## src/rtl/alu16_serial_sub_pkg.sv

```systemverilog
// Shared definitions for the ALU16 nibble-serial subtractor.
// Holds the default datapath geometry, the FSM state encodings and a small
// helper for the signed-overflow rule so the top level reads cleanly.
package alu16_serial_sub_pkg;

  localparam int ALU16_WIDTH = 16;
  localparam int ALU16_DIGIT = 4;

  // Encoding 2'd3 is unused; the FSM steers it back to idle.
  localparam logic [1:0] S_IDLE = 2'd0;
  localparam logic [1:0] S_RUN  = 2'd1;
  localparam logic [1:0] S_DONE = 2'd2;

  // Subtraction overflows only when the operands have different signs and
  // the result sign differs from the minuend sign.
  function automatic logic signed_ovf(input logic a_msb,
                                      input logic b_msb,
                                      input logic d_msb);
    return (a_msb != b_msb) && (d_msb != a_msb);
  endfunction

endpackage

```

## src/rtl/alu16_serial_sub_nibble.sv

```systemverilog
// sub_nibble: combinational DIGIT-bit borrow-ripple subtractor.
// Ports:
//   x  in  DIGIT  minuend digit
//   y  in  DIGIT  subtrahend digit
//   bi in  1      borrow in
//   d  out DIGIT  difference digit x - y - bi
//   bo out 1      borrow out (1 iff x < y + bi)
module sub_nibble #(
  parameter int DIGIT = 4
) (
  input  logic [DIGIT-1:0] x,
  input  logic [DIGIT-1:0] y,
  input  logic             bi,
  output logic [DIGIT-1:0] d,
  output logic             bo
);

  logic chain;

  // Full-subtractor per bit; a borrow propagates when x is 0 and either y or
  // the incoming borrow is set, or when both y and the incoming borrow are set.
  always_comb begin
    d     = '0;
    chain = bi;
    for (int k = 0; k < DIGIT; k++) begin
      d[k]  = x[k] ^ y[k] ^ chain;
      chain = (~x[k] & (y[k] | chain)) | (y[k] & chain);
    end
    bo = chain;
  end

endmodule

```

## src/rtl/alu16_serial_sub.sv

```systemverilog
// alu16_serial_sub: multi-cycle subtractor computing a - b - bin one digit
// per cycle, least significant digit first, with a start/busy/done handshake.
// Ports:
//   clk   in  1      rising-edge clock
//   rst   in  1      synchronous active-high reset
//   start in  1      request, honoured only in IDLE or DONE
//   a     in  WIDTH  minuend, captured on an accepted start
//   b     in  WIDTH  subtrahend, captured on an accepted start
//   bin   in  1      borrow in, captured on an accepted start
//   busy  out 1      high while digits are being processed
//   done  out 1      one-cycle pulse when the result registers are fresh
//   diff  out WIDTH  a - b - bin modulo 2^WIDTH
//   bout  out 1      unsigned borrow out
//   ovf   out 1      signed overflow
//   zero  out 1      diff is all zeros
import alu16_serial_sub_pkg::*;

module alu16_serial_sub #(
  parameter int WIDTH = ALU16_WIDTH,
  parameter int DIGIT = ALU16_DIGIT
) (
  input  logic             clk,
  input  logic             rst,
  input  logic             start,
  input  logic [WIDTH-1:0] a,
  input  logic [WIDTH-1:0] b,
  input  logic             bin,
  output logic             busy,
  output logic             done,
  output logic [WIDTH-1:0] diff,
  output logic             bout,
  output logic             ovf,
  output logic             zero
);

  localparam int STEPS  = WIDTH / DIGIT;
  localparam int STEP_W = (STEPS > 1) ? $clog2(STEPS) : 1;
  localparam logic [STEP_W-1:0] LAST_STEP = STEP_W'(STEPS - 1);

  logic [1:0]        state;
  logic [STEP_W-1:0] step;
  logic [WIDTH-1:0]  a_r;
  logic [WIDTH-1:0]  b_r;
  logic [WIDTH-1:0]  part;
  logic [WIDTH-1:0]  final_part;
  logic              borrow;
  logic [DIGIT-1:0]  nib_d;
  logic              nib_bo;

  // One shared digit subtractor; the step counter selects which digit of the
  // captured operands it sees this cycle.
  sub_nibble #(.DIGIT(DIGIT)) u_sub_nibble (
    .x  (a_r[int'(step)*DIGIT +: DIGIT]),
    .y  (b_r[int'(step)*DIGIT +: DIGIT]),
    .bi (borrow),
    .d  (nib_d),
    .bo (nib_bo)
  );

  // Partial result with the current digit merged in; on the last step this
  // is the complete difference, so flags can be registered in the same edge.
  always_comb begin
    final_part = part;
    final_part[int'(step)*DIGIT +: DIGIT] = nib_d;
  end

  assign busy = (state == S_RUN);
  assign done = (state == S_DONE);

  // Result registers are only written when entering DONE so they hold across
  // idle periods and the whole of the following operation.
  always_ff @(posedge clk) begin
    if (rst) begin
      state  <= S_IDLE;
      step   <= '0;
      a_r    <= '0;
      b_r    <= '0;
      part   <= '0;
      borrow <= 1'b0;
      diff   <= '0;
      bout   <= 1'b0;
      ovf    <= 1'b0;
      zero   <= 1'b0;
    end else begin
      case (state)
        S_IDLE, S_DONE: begin
          if (start) begin
            a_r    <= a;
            b_r    <= b;
            borrow <= bin;
            part   <= '0;
            step   <= '0;
            state  <= S_RUN;
          end else begin
            state <= S_IDLE;
          end
        end
        S_RUN: begin
          part   <= final_part;
          borrow <= nib_bo;
          if (step == LAST_STEP) begin
            diff  <= final_part;
            bout  <= nib_bo;
            ovf   <= signed_ovf(a_r[WIDTH-1], b_r[WIDTH-1], final_part[WIDTH-1]);
            zero  <= (final_part == '0);
            step  <= '0;
            state <= S_DONE;
          end else begin
            step <= step + 1'b1;
          end
        end
        default: state <= S_IDLE;
      endcase
    end
  end

endmodule

```

## config.mk

```make
export PLATFORM = sky130hd
export DESIGN_NAME = alu16_serial_sub
export DESIGN_NICKNAME = d
export VERILOG_FILES = /design/src/rtl/alu16_serial_sub_pkg.sv /design/src/rtl/alu16_serial_sub_nibble.sv /design/src/rtl/alu16_serial_sub.sv
export SDC_FILE = /design/constraint.sdc
export NUM_CORES = 1
export LEC_CHECK = 0
export BUFFER_PORTS_ARGS = -buffer_cell sky130_fd_sc_hd__buf_2
export CAP_MARGIN = 5
export CORE_UTILIZATION = 40
export DETAILED_ROUTE_END_ITERATION = 16
export MAX_ROUTING_LAYER = met4
export SKIP_CTS_REPAIR_TIMING = 1
export SLEW_MARGIN = 5
export SYNTH_ARGS = -nofsm -noshare
export SYNTH_HDL_FRONTEND = slang
export SYNTH_SLANG_ARGS = --single-unit
```

## constraint.sdc

```tcl
create_clock -name clk -period 5.15 [get_ports clk]
set_input_delay 0.2575 -clock clk [delete_from_list [all_inputs] [get_ports clk]]
set_output_delay 0.2575 -clock clk [all_outputs]
set_load 0.02 [all_outputs]
```

==> Yosys cells after proc, flatten, opt, wreduce, memory -nomap -nowiden <==
Cells that the tools add are included.
W data, S select, Z words.
{ "word_totals": {"reg_bits": 72, "input_bits": 36} }
{ "op_classes": {"n_addsub": 2, "mux": 11, "n_eq_ne": 7, "bitwise_logic": 28, "reduce_logical": 8, "n_shift": 4} }
{ "ops": {"columns": ["op", "count"], "rows": [
  ["$neg A4 Y33", 1],
  ["$shift A4 B33 Y16 const A", 1],
  ["$shiftx A4 B33 Y16", 1],
  ["$pmux W16 S2", 1],
  ["$shiftx A16 B5 Y4", 2],
  ["$bwmux W16", 1],
  ["$logic_not A16 Y1", 1],
  ["$mux W16", 1],
  ["$and A1 B1 Y1", 8],
  ["$or A1 B1 Y1", 8],
  ["$pmux W2 S2", 2],
  ["$xor A1 B1 Y1", 8],
  ["$mux W2", 3],
  ["$reduce_and A2 Y1", 3],
  ["$eq A2 B2 Y1 const B", 2],
  ["$not A1 Y1", 4],
  ["$add A2 B1 Y2 const B", 1],
  ["$eq A2 B1 Y1 const B", 1],
  ["$logic_not A2 Y1", 1],
  ["$mux W1", 2],
  ["$ne A1 B1 Y1", 2],
  ["$ne A2 B1 Y1 const B", 1],
  ["$ne A2 B2 Y1 const B", 1],
  ["$pmux W1 S2", 1],
  ["other kinds (3)", 3]
]} }

==> Logic depth before layout (Yosys ltp) <==
Gate-level depths: netlist of the first run.
{ "depth": {"depth_word": 15, "ltp_mapped": 15, "mapped_depth_nobuf": 13} }

==> By module <==
A second synthesis of the first run with hierarchy kept.
{ "unflattened": {"cells_unflattened": 380, "area_unflattened_um2": 3273.1} }
{ "by_module_without_submodules": {"columns": ["module", "instances", "area_each_um2", "cells_per_inst"], "rows": [
  ["alu16_serial_sub", 1, 3155.5, 366],
  ["sub_nibble", 1, 117.6, 14]
]} }

==> Worst setup path after synthesis of the first run <==
OpenSTA, ideal clock, no wires.
{ "synth_timing": {"kind": "register to register", "from": "reg step[0]", "to": "reg zero", "arrival_ns": 3.781, "required_ns": 5.054, "setup_slack_ns": 1.274, "period_less_slack_ns": 3.876, "stages_incl_launch_ff": 15, "cell_sequence": "dfxtp_1 -> buf_4 -> buf_2 -> mux4_2 -> fa_1 -> inv_1 -> fa_1 -> fa_1 -> inv_1 -> fa_1 -> nor4b_1 -> mux2i_2 -> nand2_1 -> or4_1 -> o41ai_2"} }
{ "synth_via": {"elab_chain_cells": 14, "elab_cells_between_ends": 32, "classes_between": "1 x add/sub; 1 x eq/ne; 4 x shift; 1 x mux; 23 x bitwise; 2 x reduce/logical"} }
{ "synth_lines": {"columns": ["element", "line", "text"], "rows": [
  ["start, declared", "alu16_serial_sub.sv:41", "logic [STEP_W-1:0] step;"],
  ["start signal, assigned", "alu16_serial_sub.sv:109", "step <= step + 1'b1;"],
  ["$shiftx A16 B5 Y4 (on tied branches)", "alu16_serial_sub.sv:54, alu16_serial_sub.sv:53", null],
  ["$or A1 B1 Y1 / $not A1 Y1 (equally long branches)", "alu16_serial_sub_nibble.sv:27", "chain = (~x[k] & (y[k] | chain)) | (y[k] & chain);"],
  ["$and A1 B1 Y1", "alu16_serial_sub_nibble.sv:27", null],
  ["$or A1 B1 Y1 (2 in a row)", "alu16_serial_sub_nibble.sv:27", null],
  ["$and A1 B1 Y1", "alu16_serial_sub_nibble.sv:27", null],
  ["$or A1 B1 Y1 (2 in a row)", "alu16_serial_sub_nibble.sv:27", null],
  ["$and A1 B1 Y1", "alu16_serial_sub_nibble.sv:27", null],
  ["$or A1 B1 Y1", "alu16_serial_sub_nibble.sv:27", null],
  ["$xor A1 B1 Y1", "alu16_serial_sub_nibble.sv:26", "d[k] = x[k] ^ y[k] ^ chain;"],
  ["$shiftx A4 B33 Y16", "alu16_serial_sub.sv:64", "final_part[int'(step)*DIGIT +: DIGIT] = nib_d;"],
  ["$bwmux W16", "alu16_serial_sub.sv:64", null],
  ["$logic_not A16 Y1", "alu16_serial_sub.sv:105", "zero <= (final_part == '0);"],
  ["end signal, assigned", "alu16_serial_sub.sv:105", null],
  ["end, declared", "alu16_serial_sub.sv:33", "output logic zero"]
]} }
Parallel ways exist; a longest one is shown, timed or not.
A chain may end at the register's enable or synchronous reset.

==> Worst setup path after layout of the first run <==
Ends and elaborated chain as after synthesis.

==> run metrics, run 1 <==
area of the mapped netlist 3240 µm²; CTS tree built; TNS Setup 0 ps; Sequential cell area 1440 µm²; final setup fails 0; Routed Antenna Nets 0; Place WS 1290 ps; RSZ-0062 raised after global routing no; Core Box Area 7770 µm²; post-synthesis mux area share 0.0691; post-synth cell types 38; commonest non-fill, non-tap cell in the layout nand2_1; cells after synthesis 383; leak pwr 1.50 nW; DR pass1 iterations 4; Achievable Freq 260 MHz; Compound-Gate Fraction of Synth Area 0.163; sequential area share after synthesis 0.445; Tcrit/Tclk final 0.748; Post-Syn Area per Cell 8.46 µm²; vias in the first global route 2634; first-pass GRT wire length 13100 µm; final worst slack 1300 ps; nets 473; most frequent cells in the layout nand2_1, dfxtp_1, nor2_1; CTS clk-pin slew, worst paths 80 ps; crit end category flip-flop; total track usage 0.204; post-synthesis xor/xnor area fraction 0; Setup Crit Path Kind reg2reg; CP peak stage delay 550 ps; layout cells sized above 1 0.211; Final min period 3850 ps; Pins Over Slew Limit 0; initial antenna violation count 0; #FFs+latches synth 72; Arr. time, crit path 4110 ps; Worst slew margin 0.262; Synth Warn # 0; number of DRC violations after detailed-routing iteration 0 120; chip height 92.0 µm; IR drop worst, VDD 0.000156 V; dpl hpwl 5320 µm; Die X 92.0 µm; clock latency on the worst-skew pair 350 ps; row cnt 32; Fin. Hold Viols 0; Sink Count 72; Vias/cell 5.10; CTS H-tree lvls 3; IO Pins 57; diodes inserted 0; PD cells 322 nW/µm²; Startpoint Class flip-flop; max cap viols 0; status finished, final reports clean; Root Buffer clkbuf_8; residual DRC count 0; Synth Area in Simple Gates 0.224; Hold Path Class in2reg; Critical Path Fanout Max 20; Worst path most repeated cell fa_1; syn nets 429; Post-Route WL 7640 µm; GP Congestion 0.862; Port Buf Inserts 56; Synth Area in Adders 0.0479; Initial Util 0.417; GR Overflow Total 0; largest family of logic cells by synthesized area simple AND/OR/NAND/NOR gates; CP max stage cell mux4_2; pin count of the biggest net entering global routing 43; routed len/inst 14.3 µm; CTS Buf Count 9; area occupied by multi-input gates 1640 µm²; CP Data Required Time 5410 ps; area grow syn2layout 16.3%; total number of vias 2721; largest buffer count on any clock path 2; # fillers 818; die area 8470 µm²; Clock Skews 7.71 ps; Least-Margin Pin Slew 1110 ps; CP cell instances buf_4 > mux4_2 > fa_1 > fa_1 > inv_1 > fa_1 > nor4b_1 > mux2i_2 > nand2_1 > or4_1 > o41ai_2
where the power goes:
part	leakage, nW	switching (mW)	total [mW]	internal (mW)
Combinational	0.812	0.104	0.172	0.0682
Sequential	0.586	0.0143	0.591	0.577
Clock	0.0993	0.214	0.450	0.236
Total	1.50	0.333	1.21	0.881
sequential cells by signal (all words and copies together), names as in the netlist:
register and cells:
part 16, ovf 1, diff 16, bout 1, step 2, state 2, borrow 1, a_r 16
zero 1, b_r 16
layout make-up:
cell class / instances / area share
clock inverters: 5 / 0.0149
well taps: 102 / 0.0339
repair buffers: 61 / 0.0843
inverters: 13 / 0.0129
clock buffers: 11 / 0.0375
flip-flops and latches: 72 / 0.382
multi-input cells: 270 / 0.434
synthesized netlist by cell type:
cell type | number | share of area
nand2_1 | 73 | 0.085
fa_1 | 4 | 0.025
a41oi_1 | 1 | 0.0027
a41oi_2 | 1 | 0.0050
nor3b_1 | 1 | 0.0023
a211oi_1 | 14 | 0.032
nand3b_1 | 3 | 0.0069
dfxtp_1 | 72 | 0.44
and2b_1 | 1 | 0.0023
a21oi_1 | 49 | 0.076
mux2i_2 | 1 | 0.0042
inv_2 | 1 | 0.0012
buf_2 | 3 | 0.0046
and3b_1 | 1 | 0.0027
ha_1 | 6 | 0.023
mux2i_1 | 3 | 0.0093
nor4b_1 | 4 | 0.011
clkbuf_1 | 23 | 0.027
buf_4 | 2 | 0.0046
a31oi_1 | 6 | 0.012
nand4_1 | 2 | 0.0039
nor2b_1 | 15 | 0.029
a2bb2oi_1 | 1 | 0.0027
or2b_1 | 1 | 0.0023
a311oi_1 | 2 | 0.0054
a22oi_1 | 3 | 0.0069
nand2b_1 | 3 | 0.0058
a31oi_4 | 1 | 0.0066
or4_1 | 1 | 0.0023
and2_1 | 1 | 0.0019
o22ai_1 | 1 | 0.0019
inv_1 | 12 | 0.014
a31o_2 | 1 | 0.0027
o41ai_2 | 1 | 0.0050
nor2_1 | 57 | 0.066
mux4_2 | 8 | 0.056
o211ai_1 | 2 | 0.0046
nor3_1 | 2 | 0.0031
per-stage QoR:
step | util | std cells | hold WS (ps) | cell area [µm²] | power (mW)
floorplan | - | 383 | 393 | 3240 | 0.724
global placement | 0.460 | 518 | 446 | 3570 | 0.777
detailed placement | 0.460 | 518 | 448 | 3570 | 0.778
CTS | 0.485 | 534 | 120 | 3770 | 1.23
global route | 0.485 | 534 | 116 | 3770 | 1.28
finish | 0.485 | 534 | 142 | 3770 | 1.21
routing by layer:
| layer | wire, µm | share of wire | vias up | track usage |
|---|---|---|---|---|
| li1 | - | - | 1389 | - |
| met1 | 3600 | 0.47 | 1260 | 0.259 |
| met2 | 3580 | 0.47 | 65 | 0.315 |
| met3 | 381 | 0.050 | 7 | 0.0572 |
| met4 | 78 | 0.010 | 0 | 0.0638 |
| met5 | 0 | 0 | - | - |
final timing paths:
kind | cells past startpoint | slack (ps) | startpoint | end
worst max-delay path | 11 | 1300 | step[0]$_SDFFE_PP0P_ | zero$_SDFFE_PP0P_
worst min-delay path | 3 | 140 | a[10] | a_r[10]$_SDFFE_PP0P_
worst max register to register | 11 | 1300 | step[0]$_SDFFE_PP0P_ | zero$_SDFFE_PP0P_
worst min register to register | 2 | 460 | b_r[4]$_SDFFE_PP0P_ | b_r[4]$_SDFFE_PP0P_
logic make-up after synthesis:
kind of cell	Yosys count
simple gates	165
compound gates	83
flops	72
buf+inv	41
mux	12
fa+ha+maj	10
critical path: cells and delay by family (launching register included):
family / cells / cell delay (ps)
buf+inv: 2 / 400
mux: 2 / 850
compound gates: 1 / 330
flops: 1 / 490
fa+ha+maj: 3 / 1020
simple gates: 3 / 670
(Power assumes the default switching activity.)
==> run 2, diff against run 1 <==
- ABC_AREA: unset -> 1
- clock period: 5.15 -> 3.31 ns (I/O delays scaled with it)
==> run 2 against run 1 <==
Compared with the run above: first-iteration DRC count grew 8.3%; critical path depth rose by 5; non-clock buffer count up 7; clock-buffer cell count up 2; sequential power increased by 58%; core utilization rose by 1.1 points; highest routed layer unchanged; die area rose by 1.4%; final cell count rose by 15%; global-route usage is 0.65 points higher; maximum frequency grew 25%; sequential cell count is the same; register-to-register slack worse by 1100 ps.
==> run metrics, run 2 <==
chip height 92.7 µm (+0.71%); diodes inserted 0 (unchanged); # fillers 813 (-0.61%); reg-to-reg endpoint zero$_SDFFE_PP0P_; max cap viols 0 (unchanged); area of the mapped netlist 3290 µm² (+1.5%); Core Box Area 7850 µm² (+1.0%); Vias/cell 4.88 (-4.2%); Largest delay share family, worst path adder cells; Post-Syn Area per Cell 7.32 µm² (-13%); total number of vias 2986 (+9.7%); Achievable Freq 325 MHz (+25%); GP Congestion 0.875 (+1.5%); Setup Crit Path Kind reg2reg; vias in the first global route 2934 (+11%); Root Buffer clkbuf_8; most frequent cell after synthesis nor2_1; crit end category flip-flop; Top FF cell, synth dfxtp_1; nets 551 (+16%); commonest non-fill, non-tap cell in the layout nor2_1; GR Overflow Total 0 (unchanged); area grow syn2layout 18.3%; pin count of the biggest net entering global routing 36 (-16%); Place WS 59.6 ps (-1230 ps); syn nets 495 (+15%); Synth async-reset ratio 0 (unchanged); post-synth top area cell dfxtp_1; row cnt 32 (unchanged); Hold Path Class in2reg; reg2reg path depth 16 (+5); Worst slew margin 0.385 (+0.122); Post-synth EDFFs 0 (unchanged); clock latency on the worst-skew pair 350 ps (about the same); post-synth cell types 31 (-18%); Critical Path Fanout Max 6 (-70%); CP cell instances dlymetal6s2s_1 > buf_4 > o21ai_1 > o22ai_1 > fa_2 > fa_1 > inv_1 > fa_1 > nor2_2 > nand2_1 > o21ai_1 > inv_1 > nand2_1 > nor2_1 > nand3_1 > a21oi_2; residual DRC count 0 (unchanged); Sink Count 72 (unchanged); cells after synthesis 449 (+17%); total track usage 0.210 (+0.00655); Least-Margin Pin Slew 922 ps (-184 ps); die area 8590 µm² (+1.4%); Routed Antenna Nets 0 (unchanged); status finished, final reports clean; Yosys top cell area share 0.438 (-0.00643); R2R Path Start step[0]$_SDFFE_PP0P_; leak pwr 1.76 nW (+17%); IR drop worst, VDD 0.000246 V (+58%); Initial Util 0.419 (+0.00180); Clock Skews 8.29 ps (+0.583 ps); Buf/Inv on CP 4 (+2); largest buffer count on any clock path 2 (unchanged); Arr. time, crit path 3290 ps (-820 ps); most frequent cells in the layout nor2_1, nand2_1, dfxtp_1; CP Data Required Time 3520 ps (-1890 ps); Port Buf Inserts 56 (unchanged); CTS Buf Count 9 (unchanged); Final min period 3080 ps (-771 ps); Post-Route WL 7950 µm (+4.1%); Synth Warn # 0 (unchanged); Final Non-Filler Cells 612 (+15%); sequential area share after synthesis 0.438 (-0.00643); worst hold start a[1]; synth top area cells dfxtp_1, nor2_1, o21ai_0, nand2_1, nand3_1; Tcrit/Tclk final 0.930 (+0.183); PD cells 514 nW/µm² (+60%); layout cells sized above 1 0.202 (-0.00869); IO Pins 57 (unchanged); initial antenna violation count 0 (unchanged); Reg2Reg Setup Slack 230 ps (-1070 ps); #FFs+latches synth 72 (unchanged); Fin. Hold Viols 0 (unchanged); first-pass GRT wire length 13800 µm (+5.3%); Hold EP a_r[1]$_SDFFE_PP0P_; routed len/inst 13.0 µm (-9.2%); CTS clk-pin slew, worst paths 70 ps (about the same); CP max stage cell fa_1; DR pass1 iterations 4 (unchanged); Die X 92.7 µm (+0.71%); CTS tree built; final worst slack 230 ps (-1070 ps); number of DRC violations after detailed-routing iteration 0 130 (+8.3%); Pins Over Slew Limit 0 (unchanged); Startpoint Class flip-flop; dpl hpwl 5760 µm (+8.4%); Hold Path Depth 3 (unchanged); CP peak stage delay 440 ps (-110 ps); CTS H-tree lvls 3 (unchanged); Post-synth top cells nor2_1, nand2_1, dfxtp_1; final setup fails 0 (unchanged); Placed Cells 593 (+14%)
-- run 2: cell types whose count changed after synthesis, sizes merged, moves of 11 or more --
cell    change
o21ai      +62
nor2       +49
nand3      +27
a21oi      -25
inv        +17
nor2b      -15
a211oi     -14
clkbuf     -11
-- run 2: area by class of cell --
cell class,instances,area [µm²],area share
tap,102,128,0.0328
clock buffer,13,159,0.0408
timing repair buffer,68,375,0.0965
multi-input combinational,324,1630,0.418
inverter,30,118,0.0302
clock inverter,3,40.0,0.0103
sequential,72,1450,0.372
-- run 2: worst min-delay path, cell delays in order --
cell and delay, ps:
buf_2 70, o21ai_0 70, nor2_1 70
-- run 2: where the power goes --
part | internal, mW | total [mW] | switching, mW
clock | 0.388 | 0.701 | 0.313
sequential | 0.908 | 0.936 | 0.0276
combinational | 0.138 | 0.365 | 0.227
-- run 2: worst max-delay path by stage --
stage,from,endpoint,slack (ps),cells past startpoint
final,step[0]$_SDFFE_PP0P_,zero$_SDFFE_PP0P_,230,16
after global routing,step[0]$_SDFFE_PP0P_,zero$_SDFFE_PP0P_,-8,16
after CTS,step[0]$_SDFFE_PP0P_,zero$_SDFFE_PP0P_,40,17
after detailed placement,step[0]$_SDFFE_PP0P_,zero$_SDFFE_PP0P_,60,17
after global placement,step[0]$_SDFFE_PP0P_,zero$_SDFFE_PP0P_,160,17
after floorplan,step[0]$_SDFFE_PP0P_,zero$_SDFFE_PP0P_,5,19
-- run 2: kinds of logic (layout without fill, tap and decap cells) --
family                     after synthesis  after routing  synth area share
DFF                                     72             72             0.438
adders and majority gates               10             10            0.0472
and+or+nand+nor                        214            214             0.270
buffers and inverters                   53            114            0.0712
AOI/OAI and AO/OA                      100            100             0.173
-- run 2: per-layer routing --
layer | track usage | part of all wire | up-vias
met4 | 0.0654 | 0.013 | 0
li1 | - | - | 1562
met1 | 0.257 | 0.48 | 1343
met2 | 0.348 | 0.47 | 66
met3 | 0.0452 | 0.038 | 15
met5 | - | 0 | -
-- run 2: per-stage QoR --
step                 util  TNS, ps  hold slack, ps  area, µm²  power, mW
floorplan               -        0             308       3310       1.21
global placement    0.465        0             414       3650       1.31
detailed placement  0.465        0             420       3650       1.31
CTS                 0.490        0            54.4       3850       2.01
global route        0.496    -7.65            71.5       3890       2.11
finish              0.496        0            63.5       3890       2.00
